--- src/rtl/game_pkg.sv ---
// Shared definitions for the game datapath: opcodes, directions, player
// state encoding, instruction field positions and the axis clamp helper.
package game_pkg;

  // Instruction field positions: {op[15:12], operand[11:4], pad[3:0]}
  localparam int OP_HI  = 15;
  localparam int OP_LO  = 12;
  localparam int ARG_HI = 11;
  localparam int ARG_LO = 4;

  // Player opcodes
  localparam logic [3:0] OP_HPY = 4'd1;
  localparam logic [3:0] OP_DPY = 4'd2;
  localparam logic [3:0] OP_IDG = 4'd3;
  localparam logic [3:0] OP_SDG = 4'd4;
  localparam logic [3:0] OP_MOV = 4'd5;
  localparam logic [3:0] OP_SHP = 4'd6;

  // MOV directions (operand values)
  localparam logic [7:0] DIR_UP    = 8'd0;
  localparam logic [7:0] DIR_LEFT  = 8'd1;
  localparam logic [7:0] DIR_DOWN  = 8'd2;
  localparam logic [7:0] DIR_RIGHT = 8'd3;

  typedef enum logic [1:0] {
    ST_IDLE   = 2'd0,
    ST_ACTIVE = 2'd1,
    ST_DEAD   = 2'd2
  } player_state_t;

  // Add a signed step to a position and saturate at [lo, hi]; 11-bit signed
  // arithmetic so a step below zero can never wrap into a large value.
  function automatic logic [9:0] step_clamp(input logic [9:0] pos,
                                            input logic signed [10:0] delta,
                                            input logic [9:0] lo,
                                            input logic [9:0] hi);
    logic signed [10:0] sum;
    sum = $signed({1'b0, pos}) + delta;
    if (sum < $signed({1'b0, lo})) begin
      return lo;
    end else if (sum > $signed({1'b0, hi})) begin
      return hi;
    end else begin
      return sum[9:0];
    end
  endfunction

endpackage

--- src/rtl/move_ticker.sv ---
// Clock divider producing a one-cycle tick every DIV enabled cycles.
// The count is held at zero while disabled or cleared, so the first tick
// after (re)start always comes DIV cycles later.
module move_ticker #(
  parameter int DIV = 1_000_000
) (
  input  logic clk,
  input  logic reset,
  input  logic enable,
  input  logic clear,
  output logic tick
);

  localparam int W = (DIV > 1) ? $clog2(DIV) : 1;
  localparam logic [W-1:0] LAST = W'(DIV - 1);

  logic [W-1:0] count;

  // Free-running 0..DIV-1 counter while enabled, parked at 0 otherwise
  always_ff @(posedge clk) begin
    if (reset) begin
      count <= {W{1'b0}};
    end else if (clear || !enable) begin
      count <= {W{1'b0}};
    end else if (count == LAST) begin
      count <= {W{1'b0}};
    end else begin
      count <= count + W'(1);
    end
  end

  assign tick = enable && (count == LAST);

endmodule

--- src/rtl/player_executor.sv ---
// Player instruction executor: heart position, HP and IDLE/ACTIVE/DEAD status.
// Optional feature macro: PLAYER_IFRAME_EN (invulnerability frames after damage).
module player_executor
  import game_pkg::*;
#(
  parameter int X_MIN    = 220,
  parameter int X_MAX    = 420,
  parameter int Y_MIN    = 240,
  parameter int Y_MAX    = 400,
  parameter int STEP     = 4,
  parameter int MOVE_DIV = 1_000_000,
  parameter int HP_MAX   = 20,
  parameter int IFRAMES  = 50_000_000
) (
  input  logic        clk,
  input  logic        reset,
  input  logic [15:0] playerInstruction,
  input  logic        isMove,
  output logic [9:0]  playerX,
  output logic [9:0]  playerY,
  output logic [7:0]  hp,
  output logic        isDeath,
  output logic        dodging,
  output logic        invuln
);

  localparam logic [9:0]         X_LO   = 10'(X_MIN);
  localparam logic [9:0]         X_HI   = 10'(X_MAX);
  localparam logic [9:0]         Y_LO   = 10'(Y_MIN);
  localparam logic [9:0]         Y_HI   = 10'(Y_MAX);
  localparam logic [9:0]         X_CTR  = 10'((X_MIN + X_MAX) / 2);
  localparam logic [9:0]         Y_CTR  = 10'((Y_MIN + Y_MAX) / 2);
  localparam logic signed [10:0] STEP_S = 11'(STEP);
  localparam logic [7:0]         HP_CAP = 8'(HP_MAX);

  player_state_t state;
  logic [3:0] op;
  logic [7:0] arg;
  logic       unused_pad;
  logic       tick;
  logic       alive;
  logic       dpy_ok;
  logic       death;
  logic       idg_exec;
  logic       leave_active;
  logic [8:0] hp_sum;
  logic [7:0] hpy_val;
  logic [7:0] dpy_val;
  logic [7:0] shp_val;
  logic [9:0] mov_x;
  logic [9:0] mov_y;

  assign op         = playerInstruction[OP_HI:OP_LO];
  assign arg        = playerInstruction[ARG_HI:ARG_LO];
  assign unused_pad = ^playerInstruction[3:0];
  assign alive      = (state != ST_DEAD);

`ifdef PLAYER_IFRAME_EN
  localparam int IW = $clog2(IFRAMES + 1);
  logic [IW-1:0] ifr_cnt;
  logic          ifr_load;

  assign dpy_ok   = (ifr_cnt == {IW{1'b0}});
  assign ifr_load = isMove && alive && (op == OP_DPY) && dpy_ok && (arg != 8'd0);

  // I-frame counter: reload on damage, otherwise count down to zero in every state
  always_ff @(posedge clk) begin
    if (reset) begin
      ifr_cnt <= {IW{1'b0}};
      invuln  <= 1'b0;
    end else if (ifr_load) begin
      ifr_cnt <= IW'(IFRAMES);
      invuln  <= (IFRAMES != 0);
    end else if (ifr_cnt != {IW{1'b0}}) begin
      ifr_cnt <= ifr_cnt - IW'(1);
      invuln  <= (ifr_cnt > IW'(1));
    end else begin
      invuln  <= 1'b0;
    end
  end
`else
  assign dpy_ok = 1'b1;
  assign invuln = 1'b0;
`endif

  // HP candidates: saturating heal, floor-at-zero damage, capped set
  always_comb begin
    hp_sum = {1'b0, hp} + {1'b0, arg};
    if (hp_sum > {1'b0, HP_CAP}) begin
      hpy_val = HP_CAP;
    end else begin
      hpy_val = hp_sum[7:0];
    end
    if (arg >= hp) begin
      dpy_val = 8'd0;
    end else begin
      dpy_val = hp - arg;
    end
    if (arg > HP_CAP) begin
      shp_val = HP_CAP;
    end else begin
      shp_val = arg;
    end
  end

  // Candidate heart position for a MOV; unknown directions leave it in place
  always_comb begin
    mov_x = playerX;
    mov_y = playerY;
    case (arg)
      DIR_UP:    mov_y = step_clamp(playerY, -STEP_S, Y_LO, Y_HI);
      DIR_LEFT:  mov_x = step_clamp(playerX, -STEP_S, X_LO, X_HI);
      DIR_DOWN:  mov_y = step_clamp(playerY, STEP_S, Y_LO, Y_HI);
      DIR_RIGHT: mov_x = step_clamp(playerX, STEP_S, X_LO, X_HI);
      default: begin
        mov_x = playerX;
        mov_y = playerY;
      end
    endcase
  end

  assign death = isMove && alive &&
                 (((op == OP_DPY) && dpy_ok && (dpy_val == 8'd0)) ||
                  ((op == OP_SHP) && (shp_val == 8'd0)));
  assign idg_exec     = isMove && alive && (op == OP_IDG);
  assign leave_active = (state == ST_ACTIVE) && isMove && ((op == OP_SDG) || death);

  move_ticker #(.DIV(MOVE_DIV)) u_ticker (
    .clk    (clk),
    .reset  (reset),
    .enable (state == ST_ACTIVE),
    .clear  (idg_exec || leave_active),
    .tick   (tick)
  );

  // Player FSM with registered position, HP and status outputs
  always_ff @(posedge clk) begin
    if (reset) begin
      state   <= ST_IDLE;
      playerX <= X_CTR;
      playerY <= Y_CTR;
      hp      <= HP_CAP;
      isDeath <= 1'b0;
      dodging <= 1'b0;
    end else if (isMove) begin
      if (state == ST_DEAD) begin
        if ((op == OP_SHP) && (arg != 8'd0)) begin
          state   <= ST_IDLE;
          hp      <= shp_val;
          playerX <= X_CTR;
          playerY <= Y_CTR;
          isDeath <= 1'b0;
          dodging <= 1'b0;
        end
      end else begin
        case (op)
          OP_IDG: begin
            state   <= ST_ACTIVE;
            playerX <= X_CTR;
            playerY <= Y_CTR;
            dodging <= 1'b1;
          end
          OP_SDG: begin
            state   <= ST_IDLE;
            dodging <= 1'b0;
          end
          OP_MOV: begin
            if ((state == ST_ACTIVE) && tick) begin
              playerX <= mov_x;
              playerY <= mov_y;
            end
          end
          OP_HPY: hp <= hpy_val;
          OP_DPY: begin
            if (dpy_ok) begin
              hp <= dpy_val;
            end
          end
          OP_SHP: hp <= shp_val;
          default: ;
        endcase
        if (death) begin
          state   <= ST_DEAD;
          isDeath <= 1'b1;
          dodging <= 1'b0;
        end
      end
    end
  end

endmodule

--- config.mk ---
export PLATFORM = sky130hd
export DESIGN_NAME = player_executor
export DESIGN_NICKNAME = d
export VERILOG_FILES = /design/src/rtl/game_pkg.sv /design/src/rtl/move_ticker.sv /design/src/rtl/player_executor.sv
export SDC_FILE = /design/constraint.sdc
export NUM_CORES = 1
export LEC_CHECK = 0
export CAP_MARGIN = 30
export CORE_MARGIN = 3
export CORE_UTILIZATION = 50
export DETAILED_ROUTE_END_ITERATION = 16
export PLACE_DENSITY = 0.75
export SETUP_SLACK_MARGIN = 0.4
export SYNTH_ARGS = -nofsm -noshare
export SYNTH_HDL_FRONTEND = slang
export SYNTH_SLANG_ARGS = --single-unit
--- constraint.sdc ---
create_clock -name clk -period 3.1 [get_ports clk]
set_clock_uncertainty 0.15 [all_clocks]
set_input_delay 0.62 -clock clk [delete_from_list [all_inputs] [get_ports clk]]
set_output_delay 0.62 -clock clk [all_outputs]
set_load 0.05 [all_outputs]
== Word-level counts from Yosys, hierarchy flattened ==
Cells that the tools add are included.
Word-level totals
  output and inout port bits: 31
  bits of input ports: 19
  word-level logic and storage cells: 104
  bits in registers: 52
Operators by class
  eq/ne operators: 17
  mux-type cells: 33
  reduce and logical (&&, ||, !) cells: 29
  add/sub/neg operators: 7
  $lt $le $gt $ge: 11
Operators with widths (count)
  2-to-1 mux 10 bit: 13
  case mux 10 bit (2 select lines): 4
  greater-than comparator 11 x 10 -> 1 bit, second input constant: 4
  less-than comparator 11 x 9 -> 1 bit, second input constant: 4
  2-to-1 mux 8 bit: 5
  logical NOT 8 bit: 3
  case mux 8 bit (3 select lines): 1
  adder 10 x 3 -> 11 bit, second input constant: 2
  adder 11 x 3 -> 11 bit, second input constant: 2
  adder 20 x 1 -> 20 bit, second input constant: 1
  equality test 20 bit, second input constant: 1
  equality test 8 x 2 -> 1 bit, second input constant: 2
  equality test 4 x 3 -> 1 bit, second input constant: 3
  logical AND 1 bit: 10
  AND reduction 5 bit: 2
  adder 8 x 8 -> 9 bit: 1
  greater-than comparator 9 x 5 -> 1 bit, second input constant: 1
  AND reduction 3 bit: 3
  equality test 4 x 2 -> 1 bit, second input constant: 2
  equality test 8 x 1 -> 1 bit, second input constant: 1
  >= comparator 8 bit: 1
  greater-than comparator 8 x 5 -> 1 bit, second input constant: 1
  != test 4 x 2 -> 1 bit, second input constant: 2
  nonzero test 4 bit: 2
  17 further kinds: 26

== Longest topological paths before layout ==
  depth in word-level cells: 11
  depth in mapped cells: 13
  mapped depth without buffers: 12

== Modules after synthesis ==
From an unflattened synthesis, not the netlist that was laid out.
Unflattened totals
  cell total of the unflattened synthesis: 613
  area total of the unflattened synthesis: 4613.2 um^2
By module, submodules not included
  player_executor: cells an instance 503, instances 1, area an instance 3654.8 um^2
  move_ticker: cells an instance 110, instances 1, area an instance 958.4 um^2

== Worst setup path before layout ==
No wires, ideal clock.
  path type: register to register
  from: register playerX[2]
  to: register playerX[7]
  stages on the path, launching flop included: 13
  arrival time: 3.047 ns
  buffers on the path: 2
  slack: -0.218 ns
  clock period less this slack: 3.318 ns
  library setup time: 0.121 ns
  cell sequence: dfxtp_1 > buf_2 > clkbuf_1 > inv_1 > ha_1 > inv_1 > o32a_1 > o221ai_1 > a21oi_1 > nor3_1 > nand2_1 > a32oi_1 > nand2_1
On the way
  cells in the longest elaborated chain, start to end: 8
  elaborated cells on any way between the ends: 14
RTL lines
  start, declared: line player_executor.sv:19  | output logic [9:0] playerX,
  start signal, assigned: line player_executor.sv:169  | playerX <= mov_x;
  adder 11 x 3 -> 11 bit / adder 10 x 3 -> 11 bit (equally long branches): line game_pkg.sv:38  | sum = $signed({1'b0, pos}) + delta;
  greater-than comparator 11 x 10 -> 1 bit: line game_pkg.sv:41  | end else if (sum > $signed({1'b0, hi})) begin
  2-to-1 mux 10 bit: line game_pkg.sv:41
  2-to-1 mux 10 bit: line game_pkg.sv:39  | if (sum < $signed({1'b0, lo})) begin
  case mux 10 bit (2 select lines) (*): line player_executor.sv:110  | case (arg)
  2-to-1 mux 10 bit (*): line player_executor.sv:168  | if ((state == ST_ACTIVE) && tick) begin
  case mux 10 bit (2 select lines) (*): line player_executor.sv:156  | case (op)
  2-to-1 mux 10 bit (*): line player_executor.sv:146  | if (state == ST_DEAD) begin
Mark *: on every way between the ends. The rest lies on a longest branch, timed or not. The select of a mux whose other input is x is not followed.
A chain may end at the register's enable or synchronous reset.

== Worst setup path after layout ==
  from: input playerInstruction[5]
  to: register u_ticker.count[9]
On the way
  cells in the longest elaborated chain, start to end: 11
  elaborated cells on any way between the ends: 16
RTL lines
  start, declared: line player_executor.sv:17  | input logic [15:0] playerInstruction,
  subtractor 8 bit, or another cell as far along: line player_executor.sv:97  | dpy_val = hp - arg;
  2-to-1 mux 8 bit (on tied branches): line player_executor.sv:94, player_executor.sv:99
  logical NOT 8 bit (on tied branches): line player_executor.sv:123, player_executor.sv:124
  logical AND 1 bit (on tied branches): line player_executor.sv:123, player_executor.sv:124
  logical OR 1 bit (*): line player_executor.sv:123  | (((op == OP_DPY) && dpy_ok && (dpy_val == 8'd0)) ||
  logical AND 1 bit (*): line player_executor.sv:122  | assign death = isMove && alive &&
  logical OR 1 bit (*): line player_executor.sv:126  | assign leave_active = (state == ST_ACTIVE) && isMove && ((op == OP_SDG) || death);
  logical AND 1 bit (*): line player_executor.sv:126
  logical OR 1 bit (*): line player_executor.sv:132  | .clear (idg_exec || leave_active),
  logical OR 1 bit (*): line move_ticker.sv:23  | end else if (clear || !enable) begin
  OR reduction 3 bit (no line) (*)
  end signal, assigned: line move_ticker.sv:22  | count <= {W{1'b0}};
  end signal, assigned: line move_ticker.sv:24  | count <= {W{1'b0}};
  end signal, assigned: line move_ticker.sv:26  | count <= {W{1'b0}};
  end, declared: line move_ticker.sv:17  | logic [W-1:0] count;
Mark *: on every way between the ends. The rest lies on a longest branch, timed or not.

==> reports/summary.md <==
The run finished with clean final reports. The slowest stage of the critical path belongs to the cell fa_2. Type of element launching the critical path: an input pin. Across the run, the number of max-cap violations was 0. Adding up every negative setup slack in the final design gives 0 ps. The category of the critical setup timing path was in2reg. The tools report the number of clock sinks as 47.

The number of vias per cell after detailed routing is 6.19, and the post-synthesis to final-layout area growth is 37.2%. In the global route stage, overall resource usage came out at 25.9%. Synthesis inferred 47 register bits. Buffers inserted during clock tree synthesis total 5.

The worst ir drop on vdd was 0.181 mV. The routed length per placed instance works out to 16.7 um. The run gives 4,785 as the via count of the first global-routing pass.

The tools report the endpoint type of the worst setup path as a flip-flop. The tools report the remaining antenna violation count as 0. The relative max-transition margin is 63.3%, and the achievable clock frequency is 341 MHz.

The placeable core region is 0.00881 mm2, and the time the worst path needs with I/O delays and setup is 2930 ps. Data arrival time at the worst-slack endpoint: 2990 ps. For the number of diodes added for antenna fixing, the log shows 0. Summing the sequential cell areas from Yosys gives 20.6% of the chip area. 50 I/O pins were placed. The worst-case reg-to-reg path depth came out at 13.

The count of routing violations after the opening detailed-route iteration was 302. Setup violations remaining at the end of the flow were counted as 0. Buffer type at the clock tree root: clkbuf_8. For the post-layout net count, the log shows 767.

Detailed placement finished with a half-perimeter wire length of 9760 um. The number of enable flip-flop cells after synthesis is 0. The number of buffers added on ports was 40; the first-pass detailed-route iteration total was 5.

Counting every instance in the synthesized netlist gives 613. The die boundary width came out at 102 um. For this design the static power due to leakage is 2.47 nW. TritonCTS built the clock tree.

The final-report max-slew violation count was 0; the number of core rows was 34. Origin of the worst setup path: playerInstruction[5]. For this configuration, the core starts out at a cell density of 51.8%. The mapped cell area was 0.00456 mm2. The endpoint identified for the worst register-to-register timing path is u_ticker.count[9].

The fraction of synthesis flops using an asynchronous set or reset pin works out to 0%. Total via count after detailed routing: 5,151. Class of the tightest hold or removal check: reg2reg. In this run the number of H-tree levels came out at 2.

For this run, design rule violations remaining after detail routing come to 0. In this run the mean area of a mapped cell was 7.45 um2. Entering global routing, the biggest net connects 20 pins. Proportion of layout cells with a drive suffix above 1: 30.9%.

The tools report the endpoint of the worst setup timing path as u_ticker.count[9]. The Yosys step of the flow raised 0 warnings. The post-route clock period utilization came out at 94.7%. The worst slack at placement was -494 ps.

The weighted congestion at the end of routability-driven global placement was 0.953; the final hold violation count was 0. The tools report the area enclosed by the die boundary as 0.0103 mm2. For the worst setup path, the data required time is 3160 ps. For the first-pass GRT wire length, the log shows 22,200 um.

Along the worst path, the maximum fanout reaches 6. The power density over the cells is 234 mW/mm2. Clock latency on the worst-skew pair, taken at its later pin, is 310 ps. After synthesis, the netlist uses 89 different library cells.

Total grt overflow: 0. In this run the critical register-to-register path is launched from hp[0]. The slew at the pin closest to its max-slew limit was 548 ps; the buffer levels on the longest clock path was 2. For the setup slack of the worst register-to-register path, the log shows 190 ps.

The chip height is 102 um. Dominant register cell in the synthesized netlist: dfxtp_1. The run gives 0 as the initial antenna violation count. Counting stages on the worst path, the most repeated cell is a21oi_2. Setup slack on the critical path of the routed design comes to 165 ps. The total detailed-routing wirelength came out at 13,900 um.

Setup repair after global routing could not meet its margin everywhere. For this run, the slowest stage of the critical path takes 440 ps. Walking the worst path, the cells encountered are buf_8 > clkinvlp_4 > fa_2 > a21o_1 > a21oi_2 > buf_4 > o21bai_4 > a21oi_2 > xnor2_2 > o311ai_4 > nand2b_4 > nor2_1. After clock tree synthesis, the clock-pin slew on the worst setup and hold paths is 100 ps.
[cell usage after synthesis, types with 4 or more instances]
master | number | area share (%)
ha_1 | 23 | 6.3
xnor2_1 | 18 | 3.5
o2111ai_1 | 4 | 0.77
o211ai_1 | 6 | 0.99
nor2b_1 | 12 | 1.6
a21boi_0 | 4 | 0.66
nand2_1 | 49 | 4.0
buf_4 | 7 | 1.2
buf_2 | 10 | 1.1
a31oi_1 | 10 | 1.4
and3_1 | 15 | 2.1
o21a_1 | 4 | 0.66
a221oi_1 | 4 | 0.77
o221ai_1 | 4 | 0.77
nand2b_1 | 10 | 1.4
clkbuf_1 | 13 | 1.1
a21o_1 | 7 | 1.2
o21ai_0 | 28 | 3.1
inv_1 | 32 | 2.6
nor3_1 | 26 | 2.9
dfxtp_1 | 47 | 21
o21bai_1 | 4 | 0.66
nor2_1 | 64 | 5.3
o31ai_1 | 8 | 1.3
xor2_1 | 13 | 2.5
nand4_1 | 10 | 1.4
or3_1 | 7 | 0.96
or4_1 | 4 | 0.66
nand3_1 | 26 | 2.9
nor4_1 | 7 | 0.96
a21oi_1 | 39 | 4.3
a211oi_1 | 8 | 1.3
[routing by layer]
layer	part of all wire (%)	wire [um]	global-route usage, %	up-vias
met5	0	0	0	-
met4	2.5	344	6.75	0
met3	5.9	821	3.51	43
met2	50	6890	44.5	216
met1	42	5860	34.0	2417
li1	-	-	-	2475
[stage by stage]
step,hold WS (ps),util (%),cell area [um2],instances,power [mW]
floorplan,276,-,4720,617,0.846
global placement,284,62.8,5530,797,0.981
detailed placement,298,62.8,5530,797,0.988
CTS,321,67.0,5900,818,1.43
global route,301,71.1,6260,832,1.52
finish,281,71.1,6260,832,1.46
[placed cells by master (no fill, tap or decap), drive strengths merged, types with 11 or more instances in the layout]
master,netlist,layout
buf,21,99
nor2,64,64
nand2,50,50
dfxtp,47,47
a21oi,39,39
inv,32,32
o21ai,30,30
clkdlybuf4s50,0,28
nand3,26,26
nor3,26,26
ha,23,23
xnor2,18,18
and3,17,17
xor2,13,13
nor2b,12,12
nand2b,10,11
[how the worst min path moves through the flow]
stage | cells after the start | from | slack (ps) | to
5_1_grt | 1 | u_ticker.count[0] | 300 | u_ticker.count[0]
2_1_floorplan | 1 | u_ticker.count[0] | 280 | u_ticker.count[0]
3_3_place_gp | 1 | u_ticker.count[0] | 280 | u_ticker.count[0]
4_1_cts | 1 | u_ticker.count[0] | 320 | u_ticker.count[0]
3_5_place_dp | 1 | u_ticker.count[0] | 300 | u_ticker.count[0]
6_report | 1 | u_ticker.count[0] | 280 | u_ticker.count[0]
[critical path: cells and delay by family]
kind	cells	cell delay, ps
AND/OR/NAND/NOR	2	300
adder cells (fa/ha/maj)	1	440
buffers and inverters	3	380
AO/OA/AOI/OAI	5	1090
XOR/XNOR	1	160
[repair_timing]
action	in CTS	in global routing
cloned	2	0
pin swaps	33	20
setup endpoints to repair	48	48
hold buffers	0	0
gates resized for setup	64	58
buffers inserted	11	14
[state kept, by name, indices dropped and copies added, names as in the netlist]
name,flops
hp,8
isDeath,1
playerX,8
playerY,8
state,2
u_ticker.count,20
[cell type report]
cell class              instances  area (um2)
clock buffers                   5        68.8
clock inverters                 3        27.5
fillers                       672        2540
inverters                      32         130
multi-input cells             501        3770
flip-flops and latches         47         972
well taps                     108         135
repair buffers                136        1160
[power breakdown]
part           switching, mW  total (mW)  internal, mW
Clock                  0.236       0.404         0.168
Sequential            0.0154       0.622         0.606
Combinational          0.232       0.438         0.206
[cell families after synthesis]
family          share of synthesized area (%)
compound gates                           26.6
xor+xnor                                 5.95
fa+ha+maj                                7.18
buf+inv                                  7.79
flops                                    20.6
mux                                     0.439
other cells                            0.0822
simple gates                             31.4
No activity file was read; power rests on OpenSTA's default activity.
